File: config.mk
export PLATFORM = sky130hd
export DESIGN_NAME = pc_seq_ctrl
export DESIGN_NICKNAME = d
export VERILOG_FILES = /design/src/rtl/pc_seq_ctrl.sv
export SDC_FILE = /design/constraint.sdc
export NUM_CORES = 1
export LEC_CHECK = 0
export BUFFER_PORTS_ARGS = -buffer_cell sky130_fd_sc_hd__buf_2
export CAP_MARGIN = 40
export CORE_MARGIN = 2
export CORE_UTILIZATION = 48
export CTS_BUF_LIST = sky130_fd_sc_hd__clkbuf_16
export CTS_CLUSTER_SIZE = 28
export DETAILED_ROUTE_END_ITERATION = 10
export GPL_TIMING_DRIVEN = 1
export PLACE_DENSITY = 0.82
export REMOVE_ABC_BUFFERS = 1
export SKIP_LAST_GASP = 1
export SYNTH_ARGS = -nofsm -noshare
export SYNTH_HDL_FRONTEND = slang
export SYNTH_SLANG_ARGS = --single-unit
File: constraint.sdc
create_clock -name Clk -period 2.5 [get_ports Clk]
set_input_delay 0.125 -clock Clk [delete_from_list [all_inputs] [get_ports Clk]]
set_output_delay 0.125 -clock Clk [all_outputs]
set_load 0.01 [all_outputs]
File: src/rtl/pc_seq_ctrl.sv
// Next-PC sequencer and stall controller: picks the PC load value, merges
// load-use and mult/div busy stalls, and holds redirects that arrive mid-stall.
module pc_seq_ctrl #(
  parameter logic [31:0] RESET_PC    = 32'h00003000,
  parameter int unsigned MULT_CYCLES = 5,
  parameter int unsigned DIV_CYCLES  = 10
) (
  input  logic        Clk,
  input  logic        Reset,
  input  logic [31:0] pc_cur,
  input  logic        br_taken,
  input  logic [31:0] br_target,
  input  logic        jump,
  input  logic [31:0] jump_target,
  input  logic        lw_hazard,
  input  logic        md_start,
  input  logic        md_is_div,
  input  logic        md_use,
  output logic [31:0] next_pc,
  output logic        pc_en,
  output logic        stall,
  output logic        md_busy,
  output logic [3:0]  md_count
);

  localparam logic [3:0] MULT_CNT = MULT_CYCLES[3:0];
  localparam logic [3:0] DIV_CNT  = DIV_CYCLES[3:0];

  logic [3:0]  r_md_count;
  logic        r_pend_valid;
  logic [31:0] r_pend_target;

  logic        w_busy;
  logic        w_stall;
  logic        w_new_redir;
  logic [31:0] w_new_target;
  logic [31:0] w_seq_pc;

  assign w_busy       = (r_md_count != 4'd0);
  assign w_stall      = lw_hazard | (md_use & w_busy);
  assign w_new_redir  = jump | br_taken;
  assign w_new_target = jump ? jump_target : br_target;
  assign w_seq_pc     = pc_cur + 32'd4;

  assign md_busy  = w_busy;
  assign md_count = r_md_count;

  // Holding pc_cur while stalled keeps the PC stable even if pc_en is ignored.
  always_comb begin
    next_pc = w_seq_pc;
    pc_en   = 1'b1;
    stall   = 1'b0;
    if (Reset) begin
      next_pc = RESET_PC;
    end else if (w_stall) begin
      next_pc = pc_cur;
      pc_en   = 1'b0;
      stall   = 1'b1;
    end else if (w_new_redir) begin
      next_pc = w_new_target;
    end else if (r_pend_valid) begin
      next_pc = r_pend_target;
    end
  end

  // A start while already busy is dropped; the issuing instruction is held by stall.
  always_ff @(posedge Clk) begin
    if (Reset) begin
      r_md_count <= 4'd0;
    end else if (md_start && !w_busy) begin
      r_md_count <= md_is_div ? DIV_CNT : MULT_CNT;
    end else if (w_busy) begin
      r_md_count <= r_md_count - 4'd1;
    end
  end

  // Latest redirect seen during a stall wins; any unstalled cycle consumes it.
  always_ff @(posedge Clk) begin
    if (Reset) begin
      r_pend_valid  <= 1'b0;
      r_pend_target <= 32'd0;
    end else if (w_stall) begin
      if (w_new_redir) begin
        r_pend_valid  <= 1'b1;
        r_pend_target <= w_new_target;
      end
    end else begin
      r_pend_valid <= 1'b0;
    end
  end

endmodule

==> results.cfg, run 1 <==
[critical_path]
arrival_ps = 2330
cpLargestDelayFamily = compound AO/OA/AOI/OAI gates
cp_slowest_cell = or3b_4
worst-path-buf-inv = 4
end_kind = output port
cp.required_ps = 2380
critical_path_class = reg -> out
max_stage_delay_ps = 430
critPathLaunchType = flip-flop
critPathMaxFanout = 8
crit_chain = inv_4, ha_4, or3b_4, a21oi_4, buf_12, buf_4, nand2_1, a21oi_1, a2111oi_2, buf_2

[pwr]
vdd_drop_max_mv = 0.519
p_total_mw = 2.84
leakagePower_nw = 1.86
p_per_area_mw_per_mm2 = 671

[route]
firstDrtPassIters = 6
num_vias = 4184
drtIter0Drc = 404
routed_wl_um = 11500
postRouteAntennaNets = 0
via_per_inst = 6.43
wl_per_cell_um = 17.6
drc = 0

[global_routing]
antenna_found_initial = 0
grtUsageMet3_pct = 5.45
overflow = 0
grt_first_pass_wirelength_um = 17600
use_met1_pct = 38.9
grt_pass1_vias = 3758
use_met2_pct = 48.0
grt_busiest_layer = met2
grt_max_degree = 41
grt.total_usage_pct = 29.5

[timing]
report.final.slew_viol_count = 0
hold_violations = 0
skew_ps = 3.28
fmax_mhz = 408
setup_viol = 0
min_period_over_period_pct = 98.1
layout_setup_ws_ps = 47.1
relSlewSlack_pct = 68.1
worstMarginPinSlew_ps = 474
post-route-min-period_ps = 2450

[synthesis]
synthArstFlopShare_pct = 0
syn_inst = 438
yosysTopAreaCellShare_pct = 23.5
ys_warn_count = 0
yosys-top-cells-area = dfxtp_1 24%, a211oi_1 10%, nor2_1 6.8%, a21oi_1 6.2%, o22ai_1 5.4%
netlist_area_sq_mm = 0.00315
synth_seq_area_share_pct = 23.5
ys_top_cells_by_count = 57 x nor2_1, 43 x a211oi_1, 39 x a21oi_1, 37 x dfxtp_1, 33 x nand2_1
synth_area_per_cell_sq_um = 7.19
ys_types = 60
synthFlopType = dfxtp_1
synth_edf_count = 0
ys_seq_elements = 37
synth_most_common_cell = nor2_1
yosys.area.top_type = dfxtp_1

[clocking]
cts_buffers = 5
clockRootBuffer = clkbuf_16
cts_tree = built
h-tree-depth = 2
cts_buffer_depth = 2
clkLatencyLatePin_ps = 280
cts.sink_count = 37
cts.clk_slew.worst_paths_ps = 60

[die]
fp.dieW_um = 85.0
num_io_pins = 143
die_h_um = 85.0
start_util_pct = 49.6
rows = 29
dieArea_sq_mm = 0.00722
core_sq_mm = 0.00635

[final_layout]
area_delta_synth_final_pct = 34.2
fin_util_pct = 66.5
design_area_sq_mm = 0.00423
n_antenna_cell = 0
nNetsFinal = 680
drive_gt1_share_pct = 35.0

[placed_design]
port-buffer-count = 142
place_ws_ps = 170
place.gp.congestion = 0.951
placed_area_sq_mm = 0.00392
dp_hpwl_um = 7900

[min_path]
hold_path.class = in -> reg

[status]
status = finished clean

[job]
cap_violations = 0
-- through the flow --
stage / std cells / setup TNS [ps] / hold slack (ps)
floorplan: 397 / -16850 / 193
global placement: 632 / 0 / 437
detailed placement: 632 / 0 / 448
CTS: 643 / -4.67 / 157
global route: 651 / -27.1 / 173
finish: 651 / 0 / 159
-- power breakdown --
group          switching (mW)  internal, mW  total, mW
Clock                   0.254         0.464      0.718
Sequential             0.0816         0.712      0.793
Combinational           0.731         0.593       1.32
Total                    1.07          1.77       2.84
-- cells in the final DEF (no fill, tap or decap), types with 2 or more instances in the layout --
cell type / synthesis / final
buf_2: 18 / 142
o221a_2: 6 / 6
buf_12: 0 / 3
a311o_1: 2 / 2
nand2_1: 33 / 33
nand4_1: 5 / 5
inv_1: 11 / 10
and3_1: 8 / 8
o21ai_1: 2 / 2
o21bai_1: 6 / 6
nor2_1: 57 / 56
a311oi_2: 3 / 3
o21ai_0: 18 / 18
buf_4: 1 / 22
a2111oi_2: 3 / 3
nand2b_1: 9 / 9
a31oi_1: 3 / 3
a41o_1: 2 / 2
a211oi_1: 43 / 43
mux2i_1: 6 / 6
a21oi_1: 39 / 39
o211ai_1: 2 / 2
o221ai_1: 7 / 7
o22ai_1: 27 / 27
dfxtp_1: 37 / 35
or4_1: 2 / 2
nand3_1: 12 / 12
o211a_1: 3 / 3
and4_1: 4 / 4
ha_1: 3 / 2
nor3_1: 9 / 9
clkinv_1: 1 / 2
clkbuf_16: 0 / 6
or3_1: 3 / 3
and2_1: 2 / 2
o31ai_1: 7 / 7
-- sequential cells by signal (all words and copies together) (netlist names) --
| register | count |
|---|---|
| md_count | 4 |
| r_pend_target | 32 |
| r_pend_valid | 1 |
-- layer usage --
layer | vias up | routed length [um]
met5 | - | 0
met2 | 290 | 5390
li1 | 1953 | -
met1 | 1897 | 4560
met4 | 0 | 327
met3 | 44 | 1180
-- worst paths after layout --
| path | to | cells past startpoint | slack, ps | start |
|---|---|---|---|---|
| max | next_pc[24] | 10 | 50 | md_count[0] |
| min | r_pend_target[12] | 3 | 160 | br_target[12] |
| max reg2reg | r_pend_target[9] | 9 | 250 | md_count[0] |
| min reg2reg | r_pend_target[22] | 2 | 500 | r_pend_target[22] |
-- cell type report --
class                           instances  area [sq um]
Multi-Input combinational cell        348          2200
Fill cell                             576          2120
Timing Repair Buffer                  169           972
Sequential cell                        37           746
Clock buffer                            5           125
Tap cell                               77          96.3
Inverter                               12          47.5
Clock inverter                          3          37.5
-- worst register-to-register path: cells and delay by family, from the launching register on --
family / cells / cell delay [ps]
adder cells (fa/ha/maj): 1 / 130
AND/OR/NAND/NOR: 2 / 490
flip-flops: 1 / 360
buffers and inverters: 4 / 620
AO/OA/AOI/OAI: 2 / 540
-- cells by family after synthesis --
kind of cell	Yosys count	share of synthesized area [%]
XOR/XNOR	2	0.557
buffers and inverters	53	7.67
flip-flops	37	23.5
AO/OA/AOI/OAI	186	42.3
multiplexers	6	1.91
adder cells (fa/ha/maj)	3	1.19
AND/OR/NAND/NOR	151	22.9
-- what timing repair did --
action,4_1_cts,5_1_grt
endpoints found under the setup margin,15,18
cloned,0,1
setup buffers,3,7
pin swaps,1,2
resized for setup,1,11
hold buffers,0,0
No activity file was read; power rests on OpenSTA's default activity.
==> run 2, diff against run 1 <==
- CORE_UTILIZATION: 48 -> 52
- PLACE_DENSITY: 0.82 -> 0.87
- clock period: 2.5 -> 3.1 ns (I/O delays scaled with it)
==> results.cfg, run 2 (synthesis gave the netlist of run 1 again) <==
[status]
status = finished clean

[route]
routed_wl_um = 11100
wl_per_cell_um = 17.4
drtIter0Drc = 364
firstDrtPassIters = 5
via_per_inst = 6.44
num_vias = 4094
drc = 0
postRouteAntennaNets = 0

[job]
cap_violations = 0

[final_layout]
nNetsFinal = 668
fillers = 520
regArea_sq_um = 741
fin_cells = 636
layout_commonest_cell = buf_2
n_antenna_cell = 0
drive_gt1_share_pct = 32.3
top_register = r_pend_target
largest_reg_flops = 32
fin_util_pct = 68.0
multi_input_area_sq_mm = 0.00217
design_area_sq_mm = 0.00400
final_cell_mix = 142 x buf_2, 56 x nor2_1, 43 x a211oi_1, 39 x a21oi_1, 37 x dfxtp_1
area_delta_synth_final_pct = 27.2

[clocking]
clkLatencyLatePin_ps = 280
cts_post_setup_buffers_inserted = 0
cts_resized = 0
cts_buffer_depth = 2
cts.clk_slew.worst_paths_ps = 50
clockRootBuffer = clkbuf_16
cts_tree = built
cts.sink_count = 37
ctsHoldBuffers = 0
cts_buffers = 5
h-tree-depth = 2

[global_routing]
overflow = 0
grt_busiest_layer = met2
use_met2_pct = 53.7
antenna_found_initial = 0
grt_first_pass_wirelength_um = 17000
use_met1_pct = 40.3
grtUsageMet3_pct = 7.69
grt.total_usage_pct = 32.3
grt_pass1_vias = 3674
grt_max_degree = 28

[critical_path]
arrival_ps = 2790
critical_path_class = reg -> out
crit_chain = inv_1, ha_1, or3b_1, a21oi_4, buf_4, o21ai_1, a221oi_1, buf_2
cp_slowest_cell = or3b_1
critPathLaunchType = flip-flop
reg2reg_slack_ps = 430
end_kind = output port
critPathMaxFanout = 24
max_stage_delay_ps = 530
cp.required_ps = 2940

[timing]
relSlewSlack_pct = 43.7
worstMarginPinSlew_ps = 844
post-route-min-period_ps = 2940
setup_viol = 0
fin_tns_setup_ps = 0
hold_violations = 0
rsz0062_at_grt = no
min_period_over_period_pct = 95.0
report.final.slew_viol_count = 0
fmax_mhz = 340
skew_ps = 1.27

[pwr]
p_per_area_mw_per_mm2 = 505
vdd_drop_max_mv = 0.304
leakagePower_nw = 1.77
p_total_mw = 2.02

[placed_design]
placed_cells = 629
place.gp.congestion = 0.955
dp_hpwl_um = 7970
placed_area_sq_mm = 0.00387
port-buffer-count = 142

[die]
start_util_pct = 53.5
die_h_um = 81.8
rows = 28
fp.dieW_um = 81.8
dieArea_sq_mm = 0.00669
num_io_pins = 143
core_sq_mm = 0.00589

[min_path]
hold_path.class = in -> reg
## run 2: changes by cell type in the layout (fill, tap and decap cells not counted), moves of 2 or more
cell | before | now
buf_12 | 3 | 0
dfxtp_1 | 35 | 37
inv_1 | 10 | 12
buf_4 | 22 | 15
## run 2: per-layer routing
metal | part of all wire, % | vias to the layer above | wire (um)
li1 | - | 1932 | -
met1 | 39 | 1839 | 4360
met2 | 47 | 284 | 5190
met3 | 11 | 39 | 1200
met4 | 2.9 | 0 | 316
met5 | 0 | - | 0
## run 2: final timing paths
kind | from | end | depth (start not counted)
worst max-delay path | md_count[0] | next_pc[16] | 8
worst min-delay path | jump_target[2] | r_pend_target[2] | 3
worst max register to register | md_count[0] | r_pend_target[13] | 8
worst min register to register | r_pend_target[24] | r_pend_target[24] | 2
## run 2: area by class of cell
type | instances | share of cell area (%)
Clock inverter | 2 | 0.188
Multi-Input combinational cell | 348 | 54.2
Sequential cell | 37 | 18.5
Inverter | 12 | 1.13
Tap cell | 75 | 2.34
Clock buffer | 5 | 3.13
Timing Repair Buffer | 157 | 20.6
## run 2: where the power goes
part / switching, mW / internal, mW
sequential: 0.0604 / 0.570
clock: 0.180 / 0.287
combinational: 0.549 / 0.376
## run 2: stage by stage
stage / hold WS [ps] / setup slack (ps)
3_3_place_gp: 474 / 646
3_5_place_dp: 475 / 521
2_1_floorplan: 223 / 39.7
6_report: 184 / 155
4_1_cts: 187 / 249
5_1_grt: 193 / 102
## run 2: critical path, delay by kind of cell (launching register included)
family | cells | cell delay [ps]
AO/OA/AOI/OAI | 3 | 840
buffers and inverters | 3 | 630
AND/OR/NAND/NOR | 1 | 530
flip-flops | 1 | 330
adder cells (fa/ha/maj) | 1 | 180
==> run 3, diff against run 2 <==
- BUFFER_PORTS_ARGS: -buffer_cell sky130_fd_sc_hd__buf_2 -> unset
- CORE_UTILIZATION: 52 -> 55
- DONT_BUFFER_PORTS: unset -> 1
- PLACE_DENSITY: 0.87 -> 0.7
==> results.cfg, run 3 (synthesis gave the netlist of run 1 again) <==
[status]
status = finished clean

[global_routing]
grt_max_degree = 53
grt_first_pass_wirelength_um = 16600
antenna_found_initial = 0
grt.total_usage_pct = 33.1
overflow = 0
grt_pass1_vias = 3324

[critical_path]
worst_r2r_path_depth = 8
cpLargestDelayFamily = simple AND/OR/NAND/NOR gates
crit_chain = nor3_2, buf_4, o21ai_0, a21oi_1, a211oi_1, buf_4
critPathLaunchType = flip-flop
max_stage_delay_ps = 780
rr_endpoint = r_pend_target[23]
worst-path-buf-inv = 2
critical_path_class = reg -> out
reg2reg_slack_ps = 1020
reg2reg_from = md_count[0]
critPathMaxFanout = 18
end_kind = output port
cp.required_ps = 2940
cp_slowest_cell = nor3_2
arrival_ps = 2580
path_common_cell = buf_4

[final_layout]
final_cell_mix = 56 x nor2_1, 43 x a211oi_1, 39 x a21oi_1, 37 x dfxtp_1, 33 x nand2_1
area_delta_synth_final_pct = 8.98
largest_reg_flops = 32
nNetsFinal = 540
layout_commonest_cell = nor2_1
drive_gt1_share_pct = 12.2
n_antenna_cell = 0
top_register = r_pend_target

[die]
die_h_um = 79.7
rows = 27
start_util_pct = 57.2
fp.dieW_um = 79.7
dieArea_sq_mm = 0.00634
num_io_pins = 143
core_sq_mm = 0.00551

[min_path]
min_path_cells = 2
holdPathEnd = r_pend_target[2]
hold_path.class = in -> reg
hp-start = jump

[timing]
fmax_mhz = 365
skew_ps = 5.28
relSlewSlack_pct = 44.7
rsz0062_at_grt = no
whs_ps = 61.0
min_period_over_period_pct = 88.3
setup_viol = 0
fin_tns_setup_ps = 0
worstMarginPinSlew_ps = 826
post-route-min-period_ps = 2740
hold_violations = 0
report.final.slew_viol_count = 0

[route]
drtIter0Drc = 316
routed_wl_um = 10500
num_vias = 3529
firstDrtPassIters = 5
via_per_inst = 6.99
postRouteAntennaNets = 0
wl_per_cell_um = 20.8
drc = 0

[clocking]
cts_tree = built
clkLatencyLatePin_ps = 280
h-tree-depth = 2
cts.clk_slew.worst_paths_ps = 50
cts_buffer_depth = 2
cts_post_setup_buffers_inserted = 0
clockRootBuffer = clkbuf_16
cts.sink_count = 37
cts_buffers = 5

[pwr]
p_total_mw = 1.91
p_per_area_mw_per_mm2 = 557
vdd_drop_max_mv = 0.363
leakagePower_nw = 1.27

[placed_design]
dp_hpwl_um = 7270
place.gp.congestion = 0.873
port-buffer-count = 0

[job]
cap_violations = 0
run 3: cell count changes in the layout (fill, tap and decap cells not counted):
cell | before | now
buf_2 | 142 | 0
buf_8 | 0 | 1
buf_6 | 0 | 1
buf_12 | 0 | 2
buf_4 | 15 | 25
run 3: through the flow:
stage / util [%] / cell area [sq um] / worst slack, ps / instances
floorplan: - / 2950 / 39.7 / 397
global placement: 59.1 / 3250 / 598 / 495
detailed placement: 59.5 / 3280 / 745 / 497
CTS: 62.3 / 3430 / 445 / 505
global route: 62.3 / 3430 / 278 / 505
finish: 62.3 / 3430 / 364 / 505
run 3: routing by layer:
metal	track usage [%]	vias to the layer above	share of wire [%]
met3	7.92	13	11
met2	53.0	207	46
met1	44.2	1634	42
met5	0	-	0
met4	9.31	0	1.0
li1	-	1675	-
run 3: worst max-delay path by stage:
stage | start | endpoint | slack [ps] | cells past startpoint
2_1_floorplan | md_count[0] | r_pend_target[12] | 40 | 7
4_1_cts | md_count[0] | next_pc[31] | 450 | 8
3_5_place_dp | md_count[0] | next_pc[31] | 750 | 8
3_3_place_gp | md_count[0] | r_pend_target[24] | 600 | 8
6_report | r_pend_valid | next_pc[19] | 360 | 6
5_1_grt | r_pend_valid | next_pc[19] | 280 | 6
run 3: area by class of cell:
cell class	count	area, sq um
Multi-Input combinational cell	348	2170
Fill cell	532	2080
Sequential cell	37	741
Timing Repair Buffer	29	254
Clock buffer	5	125
Tap cell	72	90.1
Inverter	12	45.0
Clock inverter	2	7.51
run 3: worst reg2reg max path: cells and delay by family, from the launching register on:
family,cells,cell delay [ps]
AO/OA/AOI/OAI,2,310
adder cells (fa/ha/maj),1,220
buffers and inverters,2,380
flip-flops,1,440
AND/OR/NAND/NOR,3,640
run 3: power breakdown:
group          switching (mW)  internal (mW)
clock network           0.186          0.287
logic                   0.463          0.324
registers              0.0798          0.569
total                   0.729           1.18
run 3: timing repair:
item	4_1_cts	5_1_grt
endpoints found under the hold margin	32	0
gates resized for setup	0	0
hold buffers	1	0
